**config.mk**
```make
export PLATFORM = sky130hd
export DESIGN_NAME = data_mem_arbiter_flat
export DESIGN_NICKNAME = d
export VERILOG_FILES = /design/src/rtl/data_mem_arbiter_if.sv /design/src/rtl/data_mem_arbiter.sv /design/src/flat_wrapper.sv
export SDC_FILE = /design/constraint.sdc
export NUM_CORES = 1
export LEC_CHECK = 0
export CAP_MARGIN = 20
export CELL_PAD_IN_SITES_DETAIL_PLACEMENT = 1
export CELL_PAD_IN_SITES_GLOBAL_PLACEMENT = 1
export CORE_MARGIN = 5
export CORE_UTILIZATION = 10
export DETAILED_ROUTE_END_ITERATION = 16
export PLACE_DENSITY = 0.95
export SLEW_MARGIN = 20
export SYNTH_ARGS = -nofsm -noshare
export SYNTH_HDL_FRONTEND = slang
export SYNTH_SLANG_ARGS = --single-unit
```
**constraint.sdc**
```tcl
create_clock -name clk -period 2.6 [get_ports clk]
set_input_delay 0.78 -clock clk [delete_from_list [all_inputs] [get_ports clk]]
set_output_delay 0.78 -clock clk [all_outputs]
set_load 0.02 [all_outputs]
```
**src/rtl/data_mem_arbiter_if.sv**
```systemverilog
// Bus bundle for the data RAM arbiter: CPU MEM-stage port, host/debug port
// and the single-port RAM side.
interface data_mem_arbiter_if #(
    parameter int RAM_AW = 10,
    parameter int DATA_W = 32
);
    logic              cpu_req;
    logic              cpu_we;
    logic [31:0]       cpu_addr;
    logic [DATA_W-1:0] cpu_wdata;
    logic              cpu_stall;
    logic [DATA_W-1:0] cpu_rdata;
    logic              cpu_rvalid;

    logic              host_req;
    logic              host_we;
    logic [31:0]       host_addr;
    logic [DATA_W-1:0] host_wdata;
    logic              host_gnt;
    logic [DATA_W-1:0] host_rdata;
    logic              host_rvalid;

    logic [RAM_AW-1:0] ram_address;
    logic [DATA_W-1:0] ram_data;
    logic              ram_wren;
    logic [DATA_W-1:0] ram_q;

    modport slave (
        input  cpu_req, cpu_we, cpu_addr, cpu_wdata,
        output cpu_stall, cpu_rdata, cpu_rvalid,
        input  host_req, host_we, host_addr, host_wdata,
        output host_gnt, host_rdata, host_rvalid,
        output ram_address, ram_data, ram_wren,
        input  ram_q
    );

    modport master (
        output cpu_req, cpu_we, cpu_addr, cpu_wdata,
        input  cpu_stall, cpu_rdata, cpu_rvalid,
        output host_req, host_we, host_addr, host_wdata,
        input  host_gnt, host_rdata, host_rvalid,
        input  ram_address, ram_data, ram_wren,
        output ram_q
    );
endinterface

```
**src/rtl/data_mem_arbiter.sv**
```systemverilog
// Shares the single-port data RAM between the MEM stage and the host port,
// with a bounded host wait and one-cycle read return routing.
module data_mem_arbiter #(
    parameter int RAM_AW   = 10,
    parameter int DATA_W   = 32,
    parameter int MAX_WAIT = 4
) (
    input logic               clk,
    input logic               rst,
    data_mem_arbiter_if.slave bus
);

    typedef enum logic [1:0] {
        IDLE,
        CPU_RD,
        HOST_RD
    } own_t;

    own_t              own;
    logic [2:0]        wait_cnt;
    logic              host_pri;
    logic              cpu_win;
    logic              host_win;
    logic [DATA_W-1:0] rd_zero;

    assign host_pri = 32'(wait_cnt) >= 32'(MAX_WAIT);
    assign rd_zero  = '0;

    // Grants are forced off while reset is held
    always_comb begin
        cpu_win  = 1'b0;
        host_win = 1'b0;
        if (rst) begin
            if (bus.cpu_req && bus.host_req) begin
                host_win = host_pri;
                cpu_win  = ~host_pri;
            end else begin
                cpu_win  = bus.cpu_req;
                host_win = bus.host_req;
            end
        end
    end

    always_comb begin
        bus.ram_address = '0;
        bus.ram_data    = '0;
        bus.ram_wren    = 1'b0;
        unique case (1'b1)
            cpu_win: begin
                bus.ram_address = bus.cpu_addr[RAM_AW+1:2];
                bus.ram_data    = bus.cpu_wdata;
                bus.ram_wren    = bus.cpu_we;
            end
            host_win: begin
                bus.ram_address = bus.host_addr[RAM_AW+1:2];
                bus.ram_data    = bus.host_wdata;
                bus.ram_wren    = bus.host_we;
            end
            default: ;
        endcase
    end

    assign bus.cpu_stall = rst & bus.cpu_req & ~cpu_win;
    assign bus.host_gnt  = host_win;

    always_ff @(posedge clk or negedge rst) begin
        if (!rst) begin
            own      <= IDLE;
            wait_cnt <= 3'd0;
        end else begin
            if (cpu_win && !bus.cpu_we)
                own <= CPU_RD;
            else if (host_win && !bus.host_we)
                own <= HOST_RD;
            else
                own <= IDLE;

            if (bus.host_req && !host_win) begin
                if (wait_cnt != 3'd7)
                    wait_cnt <= wait_cnt + 3'd1;
            end else begin
                wait_cnt <= 3'd0;
            end
        end
    end

    // Return data follows whichever port owns the in-flight read
    assign bus.cpu_rvalid  = (own == CPU_RD);
    assign bus.host_rvalid = (own == HOST_RD);
    assign bus.cpu_rdata   = bus.cpu_rvalid  ? bus.ram_q : rd_zero;
    assign bus.host_rdata  = bus.host_rvalid ? bus.ram_q : rd_zero;

    logic unused_addr;
    assign unused_addr = ^{bus.cpu_addr[31:RAM_AW+2], bus.cpu_addr[1:0],
                           bus.host_addr[31:RAM_AW+2], bus.host_addr[1:0]};

endmodule

```
**src/flat_wrapper.sv**
```systemverilog
// flat-port wrapper written by rule: the top's interface ports become plain ports
module data_mem_arbiter_flat 
#(
    parameter int RAM_AW   = 10,
    parameter int DATA_W   = 32,
    parameter int MAX_WAIT = 4
)
  (clk, rst, bus_cpu_req, bus_cpu_we, bus_cpu_addr, bus_cpu_wdata, bus_cpu_stall, bus_cpu_rdata, bus_cpu_rvalid, bus_host_req, bus_host_we, bus_host_addr, bus_host_wdata, bus_host_gnt, bus_host_rdata, bus_host_rvalid, bus_ram_address, bus_ram_data, bus_ram_wren, bus_ram_q);
  data_mem_arbiter_if #(.RAM_AW(RAM_AW), .DATA_W(DATA_W)) bus_i ();
  input logic clk;
  input logic rst;
  input wire logic [$bits(bus_i.cpu_req)-1:0] bus_cpu_req;
  input wire logic [$bits(bus_i.cpu_we)-1:0] bus_cpu_we;
  input wire logic [$bits(bus_i.cpu_addr)-1:0] bus_cpu_addr;
  input wire logic [$bits(bus_i.cpu_wdata)-1:0] bus_cpu_wdata;
  output wire logic [$bits(bus_i.cpu_stall)-1:0] bus_cpu_stall;
  output wire logic [$bits(bus_i.cpu_rdata)-1:0] bus_cpu_rdata;
  output wire logic [$bits(bus_i.cpu_rvalid)-1:0] bus_cpu_rvalid;
  input wire logic [$bits(bus_i.host_req)-1:0] bus_host_req;
  input wire logic [$bits(bus_i.host_we)-1:0] bus_host_we;
  input wire logic [$bits(bus_i.host_addr)-1:0] bus_host_addr;
  input wire logic [$bits(bus_i.host_wdata)-1:0] bus_host_wdata;
  output wire logic [$bits(bus_i.host_gnt)-1:0] bus_host_gnt;
  output wire logic [$bits(bus_i.host_rdata)-1:0] bus_host_rdata;
  output wire logic [$bits(bus_i.host_rvalid)-1:0] bus_host_rvalid;
  output wire logic [$bits(bus_i.ram_address)-1:0] bus_ram_address;
  output wire logic [$bits(bus_i.ram_data)-1:0] bus_ram_data;
  output wire logic [$bits(bus_i.ram_wren)-1:0] bus_ram_wren;
  input wire logic [$bits(bus_i.ram_q)-1:0] bus_ram_q;
  assign bus_i.cpu_req = bus_cpu_req;
  assign bus_i.cpu_we = bus_cpu_we;
  assign bus_i.cpu_addr = bus_cpu_addr;
  assign bus_i.cpu_wdata = bus_cpu_wdata;
  assign bus_cpu_stall = bus_i.cpu_stall;
  assign bus_cpu_rdata = bus_i.cpu_rdata;
  assign bus_cpu_rvalid = bus_i.cpu_rvalid;
  assign bus_i.host_req = bus_host_req;
  assign bus_i.host_we = bus_host_we;
  assign bus_i.host_addr = bus_host_addr;
  assign bus_i.host_wdata = bus_host_wdata;
  assign bus_host_gnt = bus_i.host_gnt;
  assign bus_host_rdata = bus_i.host_rdata;
  assign bus_host_rvalid = bus_i.host_rvalid;
  assign bus_ram_address = bus_i.ram_address;
  assign bus_ram_data = bus_i.ram_data;
  assign bus_ram_wren = bus_i.ram_wren;
  assign bus_i.ram_q = bus_ram_q;
  data_mem_arbiter #(.RAM_AW(RAM_AW), .DATA_W(DATA_W), .MAX_WAIT(MAX_WAIT)) u_core (.clk(clk), .rst(rst), .bus(bus_i));
endmodule
```
==> results.json <==
{
  "outcome": "finished, final reports clean",
  "relSlewSlack_pct": 82.2,
  "fp.dieArea_mm2": 0.0137,
  "synth.top_cell.area_share_pct": 34.9,
  "rows": 39,
  "place_hpwl_mm": 7.31,
  "worstPathArrival_ns": 1.81,
  "p_int_uw": 639,
  "synth_top_area_cell": "and2_1",
  "final.setup.worst_slack_ns": 0.0150,
  "wire_per_inst_um": 18.1,
  "seqPwrFrac_pct": 9.4,
  "critical_path_class": "in2out",
  "cap_violations": 0,
  "synth_seq_cells": 5,
  "gp_congestion": 0.757,
  "clk_pin_slew_ns": 0.03,
  "cts_tree": "yes",
  "synthesis.area_mm2": 0.00115,
  "drive_gt1_share_pct": 20.5,
  "skew_ns": 0.000465,
  "drtIter0Drc": 54,
  "ant_nets": 0,
  "antenna_found_initial": 0,
  "clkPwrFrac_pct": 27.4,
  "worst_setup_path_start_kind": "input pin",
  "syn_avg_cell_area_um2": 7.87,
  "final_cell_mix": "clkdlybuf4s50_1 (120), dlygate4sd2_1 (66), and2_1 (64)",
  "die_h_um": 117,
  "totalWireLength_mm": 9.73,
  "rsz0062_at_grt": "true",
  "clockBufferDepth": 2,
  "clkLatencyLatePin_ns": 0.23,
  "worst_pin_slew_ns": 0.267,
  "hold_path_class": "in2async",
  "synth_area_leaders": "and2_1 (35%), a22o_1 (33%), dfrtp_1 (11%)",
  "grt.overflow.total": 0,
  "synth.distinct_cells": 17,
  "post-route-drc-count": 0,
  "finalHoldViolCount": 0,
  "root_buffer": "clkbuf_16",
  "syn_nets": 314,
  "switching_share_pct": 31.6,
  "nets": 564,
  "core_area_mm2": 0.0113,
  "power.switching_uw": 295,
  "via_per_inst": 4.07,
  "initial_core_util_pct": 10.1,
  "max-vdd-ir-drop_mv": 0.153,
  "dr.pass1.iters": 3,
  "port_buffers": 232,
  "yosysWarnings": 0,
  "slew_viol_final": 0,
  "yosysSeqAreaShare_pct": 10.9,
  "fin_crit_sh_pct": 99.4,
  "syn_inst": 146,
  "die_width_um": 117,
  "pwr-share-comb_pct": 63.3,
  "hold_ws_ns": 0.450,
  "holdBufCountCts": 0,
  "period_minus_slack_ns": 2.59,
  "worstPathRequired_ns": 1.82,
  "layout_commonest_cell": "clkdlybuf4s50_1",
  "p_leak_uw": 0.00198,
  "grt_pass1_vias": 2401,
  "path_max_fanout": 10,
  "max_freq_mhz": 387,
  "vias": 2191,
  "power.density_mw_per_mm2": 237,
  "syn_to_final_growth_pct": 243,
  "setup_violations": 0,
  "cts_htree_levels": 1,
  "end_kind": "output port",
  "diodes": 0,
  "grt_max_degree": 34,
  "grt_pass1_wl_mm": 12.9,
  "pre_cts_slack_ns": -0.822,
  "ioPinCount": 277,
  "grt_usage_pct": 12.1,
  "fillerInstances": 1326,
  "cts_inserted_buffers": 3,
  "clock_sinks": 5
}
synth_stat cells:
master and n:
ha_1 2, dfrtp_1 5, mux2i_1 2, buf_4 1, inv_1 1, clkbuf_1 6
nand2_1 3, and2_1 64, xor2_1 1, and2b_1 1, buf_2 2, nor2b_1 3
a22o_1 43, nor3b_1 3, buf_6 6, nor2_1 1, a21oi_2 2
power groups by stage:
stage	clock network (uW)	registers, uW	logic (uW)
final	256	87.3	591
after floorplan	0	86.9	196
after detailed placement	0	88.3	560
after global placement	0	87.6	546
after global routing	266	88.0	627
after CTS	259	87.3	601
metrics by stage:
step | area, um2 | setup TNS [ns] | utilization (%) | std cells | total power, uW
2_1_floorplan | 1150 | 0 | - | 146 | 283
3_3_place_gp | 3680 | -39.31 | 32.5 | 516 | 634
3_5_place_dp | 3680 | -42.89 | 32.5 | 516 | 649
4_1_cts | 3960 | -0.320 | 35.0 | 540 | 947
5_1_grt | 3940 | -0.538 | 34.8 | 538 | 980
6_report | 3940 | 0 | 34.8 | 538 | 934
routing by layer:
| metal | GRT usage, % | part of all wire, % | vias up |
|---|---|---|---|
| li1 | - | - | 1019 |
| met1 | 12.0 | 33 | 1003 |
| met2 | 24.1 | 53 | 163 |
| met3 | 4.47 | 13 | 6 |
| met4 | 2.14 | 0.61 | 0 |
| met5 | 0 | 0 | - |
area by class of cell:
class / instances / area, um2 / area share (%)
repair buffers: 260 / 2620 / 66.4
multi-input cells: 125 / 937 / 23.8
clock buffers: 4 / 78.8 / 2.00
well taps: 143 / 179 / 4.54
inverters: 1 / 3.75 / 0.0953
flip-flops and latches: 5 / 125 / 3.18
critical path, stage by stage:
cell and delay (ns):
buf_8 0.10, buf_6 0.11, a21oi_4 0.15, buf_4 0.19, clkbuf_16 0.17, a22o_1 0.14
buf_4 0.14
worst paths after layout:
| kind | startpoint | endpoint | slack (ns) | cells after the start |
|---|---|---|---|---|
| setup / recovery | bus_cpu_req | bus_ram_address[6] | 0.01 | 7 |
| hold / removal | rst | u_core.wait_cnt[2] | 0.45 | 2 |
| setup reg to reg | u_core.wait_cnt[2] | u_core.wait_cnt[1] | 1.10 | 7 |
| hold reg to reg | u_core.wait_cnt[1] | u_core.wait_cnt[1] | 0.61 | 2 |
| max in group asynchronous | rst | u_core.wait_cnt[0] | 2.05 | 2 |
| min in group clk | u_core.wait_cnt[1] | u_core.wait_cnt[1] | 0.61 | 2 |
flip-flops by register name, summed over array words and instances (netlist names):
name and cells:
u_core.own 2, u_core.wait_cnt 3
kinds of logic (layout without fill, tap and decap cells):
group | count (synthesis) | count (layout) | synth area share [%]
compound gates | 45 | 45 | 34.3
xor+xnor | 1 | 1 | 0.763
fa+ha+maj | 2 | 2 | 2.18
buf+inv | 16 | 265 | 9.69
flops | 5 | 5 | 10.9
mux | 2 | 2 | 1.74
simple gates | 75 | 75 | 40.4
what timing repair did:
action                                  4_1_cts  5_1_grt
setup buffers                                15        1
pin swaps                                     9        9
gates cloned                                  5        4
endpoints found under the setup margin      109       20
gates resized for setup                     289       10
(Power assumes the default switching activity.)
==> edit 1 (same settings) <==
The 3 values of `own_t` get a one-hot encoding in 3 bits.
--- a/src/rtl/data_mem_arbiter.sv
+++ b/src/rtl/data_mem_arbiter.sv
@@ -11,8 +11,8 @@
 );
 
-    typedef enum logic [1:0] {
-        IDLE,
-        CPU_RD,
-        HOST_RD
+    typedef enum logic [2:0] {
+        IDLE    = 3'b001,
+        CPU_RD  = 3'b010,
+        HOST_RD = 3'b100
     } own_t;
 
Formal check against the unedited RTL: no difference found for any inputs over 10 cycles, from zero or initial values and one cycle with rst low; not proved beyond that.
==> edit 1 against the unedited design <==
Total power fell by 7.6%; largest cell class unchanged; routed wire length fell by 5.2%; worst hold slack improved by 0.11 ns; sequential cell count rose by 1; area after synthesis rose by 7.6%; critical endpoint is now bus_ram_data[18]; critical path depth did not move; cell area fell by 0.83%; largest power group unchanged; sequential share of layout area rose by 0.70 points; setup slack improved by 0.054 ns.
==> edit 1: results (changes against the unedited design) <==
| Metric | Value |
|---|---|
| CP peak stage delay | `0.26 ns (was 0.19 ns)` |
| GPL Wtd Cong | `0.782 (was 0.757)` |
| DRT Wirelength | `9230 um (was 9730 um)` |
| Metal1 wirelength | `3110 um (was 3220 um)` |
| Total GRT Usage | `11.7% (was 12.1%)` |
| NetSw | `0.248 mW (was 0.295 mW)` |
| Setup WS pre-CTS | `-0.777 ns (was -0.822 ns)` |
| Met3 GRT Util | `2.56% (was 4.47%)` |
| Biggest regs | `u_core.own: 3 flops, u_core.wait_cnt: 3 flops (was u_core.wait_cnt: 3 flops, u_core.own: 2 flops)` |
| Syn nets | `316 (was 314)` |
| DR iter-0 viols | `33 (was 54)` |
| First-pass GRT wire length | `13700 um (was 12900 um)` |
| Critical-path top delay cell | `a22o_2 (was buf_4)` |
| FILL cells | `1420 (was 1326)` |
| Met3 routed WL | `799 um (was 1250 um)` |
| DR WL/cell | `16.5 um (was 18.1 um)` |
| Global-route met2 utilization | `25.0% (was 24.1%)` |
| DP HPWL | `7380 um (was 7310 um)` |
| Met1 track demand over resource | `10.9% (was 12.0%)` |
| Crit-path max FO | `11 (was 10)` |
| Commonest cells post-synth | `and2_1 (65), a22o_1 (39), buf_6 (8) (was and2_1 (64), a22o_1 (43), buf_6 (6), clkbuf_1 (6), dfrtp_1 (5))` |
| LEAKAGE | `1.97 nW (was 1.98 nW)` |
| Met2 routed WL | `5180 um (was 5200 um)` |
| Vias/cell | `3.89 (was 4.07)` |
| Seq pwr share | `12.3% (was 9.4%)` |
| Placed Instance Area | `0.00379 mm^2 (was 0.00368 mm^2)` |
| Placed instance count | `546 (was 516)` |
| Nets@finish | `561 (was 564)` |
| Cell variety after synth | `22 (was 17)` |
| Cells after Synth | `148 (was 146)` |
| Layout cell share with drive strength beyond 1 | `22.4% (was 20.5%)` |
| Synth area leaders | `and2_1 (33%), a22o_1 (28%), dfrtp_1 (10%) (was and2_1 (35%), a22o_1 (33%), dfrtp_1 (11%))` |
| Peak supply drop | `0.000165 V (was 0.000153 V)` |
| Status | `finished, final reports clean (unchanged)` |
| Vias in the first global route | `2567 (was 2401)` |
| 1st-pass router iterations | `4 (was 3)` |
| Synth warnings | `0 (unchanged)` |
| Pint | `0.614 mW (was 0.639 mW)` |
| Critical path arrival | `1.75 ns (was 1.81 ns)` |
| Clk_skew | `0.00288 ns (was 0.000465 ns)` |
| Combinational cell fraction of total power | `58.1% (was 63.3%)` |
| Multi-input logic area | `961 um^2 (was 937 um^2)` |
| Seq/Total Area, Yosys | `12.2% (was 10.9%)` |
edit 1: changes by cell type after synthesis, moves of 2 or more:
cell	change
a22o_1	-4
buf_6	+2
mux2_2	+2
and3_2	+3
a21oi_2	-2
nand2_1	-2
nor3b_1	-3
clkbuf_1	-2
a22o_2	+4
mux2i_1	-2
nor2b_1	-3
nor3b_2	+2
edit 1: cell families (layout without fill, tap and decap cells):
| family | after synthesis | after routing | synth area share, % |
|---|---|---|---|
| flip-flops | 6 | 6 | 12.2 |
| multiplexers | 2 | 2 | 1.82 |
| adder cells (fa/ha/maj) | 2 | 2 | 2.02 |
| buffers and inverters | 17 | 261 | 10.4 |
| AO/OA/AOI/OAI | 46 | 46 | 34.6 |
| AND/OR/NAND/NOR | 74 | 74 | 38.2 |
| XOR/XNOR | 1 | 1 | 0.709 |
edit 1: repair_timing:
| action | 4_1_cts | 5_1_grt |
|---|---|---|
| buffers inserted | 5 | 1 |
| pin swaps | 8 | 5 |
| cloned | 6 | 0 |
| resized for setup | 294 | 8 |
| endpoints found under the setup margin | 109 | 9 |
edit 1: area by class of cell:
class / instances / area share, %
Multi-Input combinational cell: 125 / 24.6
Timing Repair Buffer: 254 / 63.8
Tap cell: 168 / 5.38
Inverter: 3 / 0.352
Clock buffer: 4 / 2.02
Sequential cell: 6 / 3.88
edit 1: final timing paths:
check	to	slack, ns	cells past startpoint
max in group asynchronous	u_core.own[0]	1.84	3
max	bus_ram_data[18]	0.07	7
min reg2reg	u_core.wait_cnt[1]	0.68	2
min in group clk	u_core.wait_cnt[1]	0.68	2
min	u_core.wait_cnt[2]	0.56	3
max reg2reg	u_core.wait_cnt[1]	1.15	3
edit 1: worst min-delay path: stages:
cell and delay (ns):
buf_6 0.09, buf_6 0.10, buf_4 0.14
==> edit 2 (config.mk and constraints unchanged) <==
Made on the original files. `DATA_W` is set to 32 in 3 places; all go to 16.
--- a/src/rtl/data_mem_arbiter_if.sv
+++ b/src/rtl/data_mem_arbiter_if.sv
@@ -3,5 +3,5 @@
 interface data_mem_arbiter_if #(
     parameter int RAM_AW = 10,
-    parameter int DATA_W = 32
+    parameter int DATA_W = 16
 );
     logic              cpu_req;
--- a/src/rtl/data_mem_arbiter.sv
+++ b/src/rtl/data_mem_arbiter.sv
@@ -3,5 +3,5 @@
 module data_mem_arbiter #(
     parameter int RAM_AW   = 10,
-    parameter int DATA_W   = 32,
+    parameter int DATA_W   = 16,
     parameter int MAX_WAIT = 4
 ) (
--- a/src/flat_wrapper.sv
+++ b/src/flat_wrapper.sv
@@ -3,5 +3,5 @@
 #(
     parameter int RAM_AW   = 10,
-    parameter int DATA_W   = 32,
+    parameter int DATA_W   = 16,
     parameter int MAX_WAIT = 4
 )
Ports: changed (6 resized); port bits go from 277 to 181. The function was not compared with the original's and may differ.
==> edit 2 against the unedited design <==
Synthesized cell count fell by 38%; cell area shrank 40%; clock skew rose by 0.00091 ns; sequential share of layout area rose by 2.1 points; setup slack gained 0.037 ns; area after synthesis shrank 30%; sequential cell count unchanged; die area down 28%; core utilization fell by 4.4 points; maximum frequency up 1.4%; total power decreased by 39%; routed wire length fell by 51%; via count shrank 39%; largest power group unchanged; highest routed layer unchanged.
==> edit 2: results (changes against the unedited design) <==
| Metric | Value |
|---|---|
| Status | `finished, final reports clean (unchanged)` |
| Cts repair resizes | `191 (was 289)` |
| DR iter-0 viols | `12 (was 54)` |
| Clk_skew | `0.00137 ns (was 0.000465 ns)` |
| CP peak stage delay | `0.21 ns (was 0.19 ns)` |
| Launch point of the worst reg-to-reg path | `u_core.wait_cnt[0] (was u_core.wait_cnt[2])` |
| Synth Area in Compound Gates | `33.5% (was 34.3%)` |
| Root Driver | `clkbuf_8 (was clkbuf_16)` |
| Ys async rst share | `100% (unchanged)` |
| R2r endpoint | `u_core.wait_cnt[0] (was u_core.wait_cnt[1])` |
| Setup bufs post-CTS | `4 (was 15)` |
| Worst slew pin tran | `0.271 ns (was 0.267 ns)` |
| Crit-path max FO | `6 (was 10)` |
| Crit path from | `bus_host_req (was bus_cpu_req)` |
| R2R Setup Slk | `1.35 ns (was 1.10 ns)` |
| Critical path arrival | `1.77 ns (was 1.81 ns)` |
| Layout cell share with drive strength beyond 1 | `24.6% (was 20.5%)` |
| GPL Wtd Cong | `0.732 (was 0.757)` |
| Xor-xnor portion of the synthesized cell area | `1.09% (was 0.763%)` |
| Synth area leaders | `a22o_1 (29%), and2_1 (25%), dfrtp_1 (16%) (was and2_1 (35%), a22o_1 (33%), dfrtp_1 (11%))` |
| LEAKAGE | `1.17 nW (was 1.98 nW)` |
| Total GRT Usage | `9.25% (was 12.1%)` |
| Seq/Total Area, Yosys | `15.6% (was 10.9%)` |
| 1st-pass router iterations | `4 (was 3)` |
| PortBufs | `136 (was 232)` |
| Commonest cells post-synth | `and2_1 (32), a22o_1 (27), buf_6 (5), dfrtp_1 (5), nor3b_2 (3) (was and2_1 (64), a22o_1 (43), buf_6 (6), clkbuf_1 (6), dfrtp_1 (5))` |
| Hold Path Class | `input pin to async pin (unchanged)` |
| Nets@finish | `361 (was 564)` |
| DP HPWL | `4100 um (was 7310 um)` |
| Crit path capture | `bus_ram_data[0] (was bus_ram_address[6])` |
| DR WL/cell | `14.1 um (was 18.1 um)` |
| Vias in the first global route | `1506 (was 2401)` |
| NetSw | `0.181 mW (was 0.295 mW)` |
| Peak supply drop | `0.0000990 V (was 0.000153 V)` |
| Placed Instance Area | `0.00235 mm^2 (was 0.00368 mm^2)` |
| Cell variety after synth | `16 (was 17)` |
| First-pass GRT wire length | `7240 um (was 12900 um)` |
| Post-Synth Adder-Cell Area | `3.12% (was 2.18%)` |
| Critical-path top delay cell | `a21oi_4 (was buf_4)` |
| Syn nets | `210 (was 314)` |
| Setup WS pre-CTS | `-0.751 ns (was -0.822 ns)` |
| Vias/cell | `3.89 (was 4.07)` |
| Largest net degree at the start of global routing | `31 (was 34)` |
| Reg2Reg Depth | `4 (was 7)` |
| Multiplexer share of the synthesized area | `2.49% (was 1.74%)` |
==> edit 2: per-stage QoR <==
step                      std cells  hold WS, ns
after global routing            342        0.534
after detailed placement        334        0.618
after CTS                       344        0.521
final                           342        0.532
after global placement          334        0.603
after floorplan                  90        0.484
==> edit 2: power groups by stage <==
stage               combinational [mW]  sequential (mW)  clock, mW
finish                           0.343           0.0873      0.144
global route                     0.366           0.0879      0.151
CTS                              0.353           0.0873      0.148
detailed placement               0.351           0.0882          0
global placement                 0.342           0.0878          0
floorplan                        0.127           0.0873          0
==> edit 2: layer usage <==
layer,track usage (%),vias to the layer above,routed length [um]
li1,-,624,-
met1,8.07,597,1550
met2,18.8,102,2570
met3,3.37,6,592
met4,3.57,0,96
met5,0,-,0
==> edit 2: final cells by class <==
cell class	count	area, um^2
repair buffers	153	1440
flip-flops and latches	5	125
inverters	1	3.75
clock buffers	4	45.0
multi-input cells	77	613
well taps	102	128
fillers	898	5410
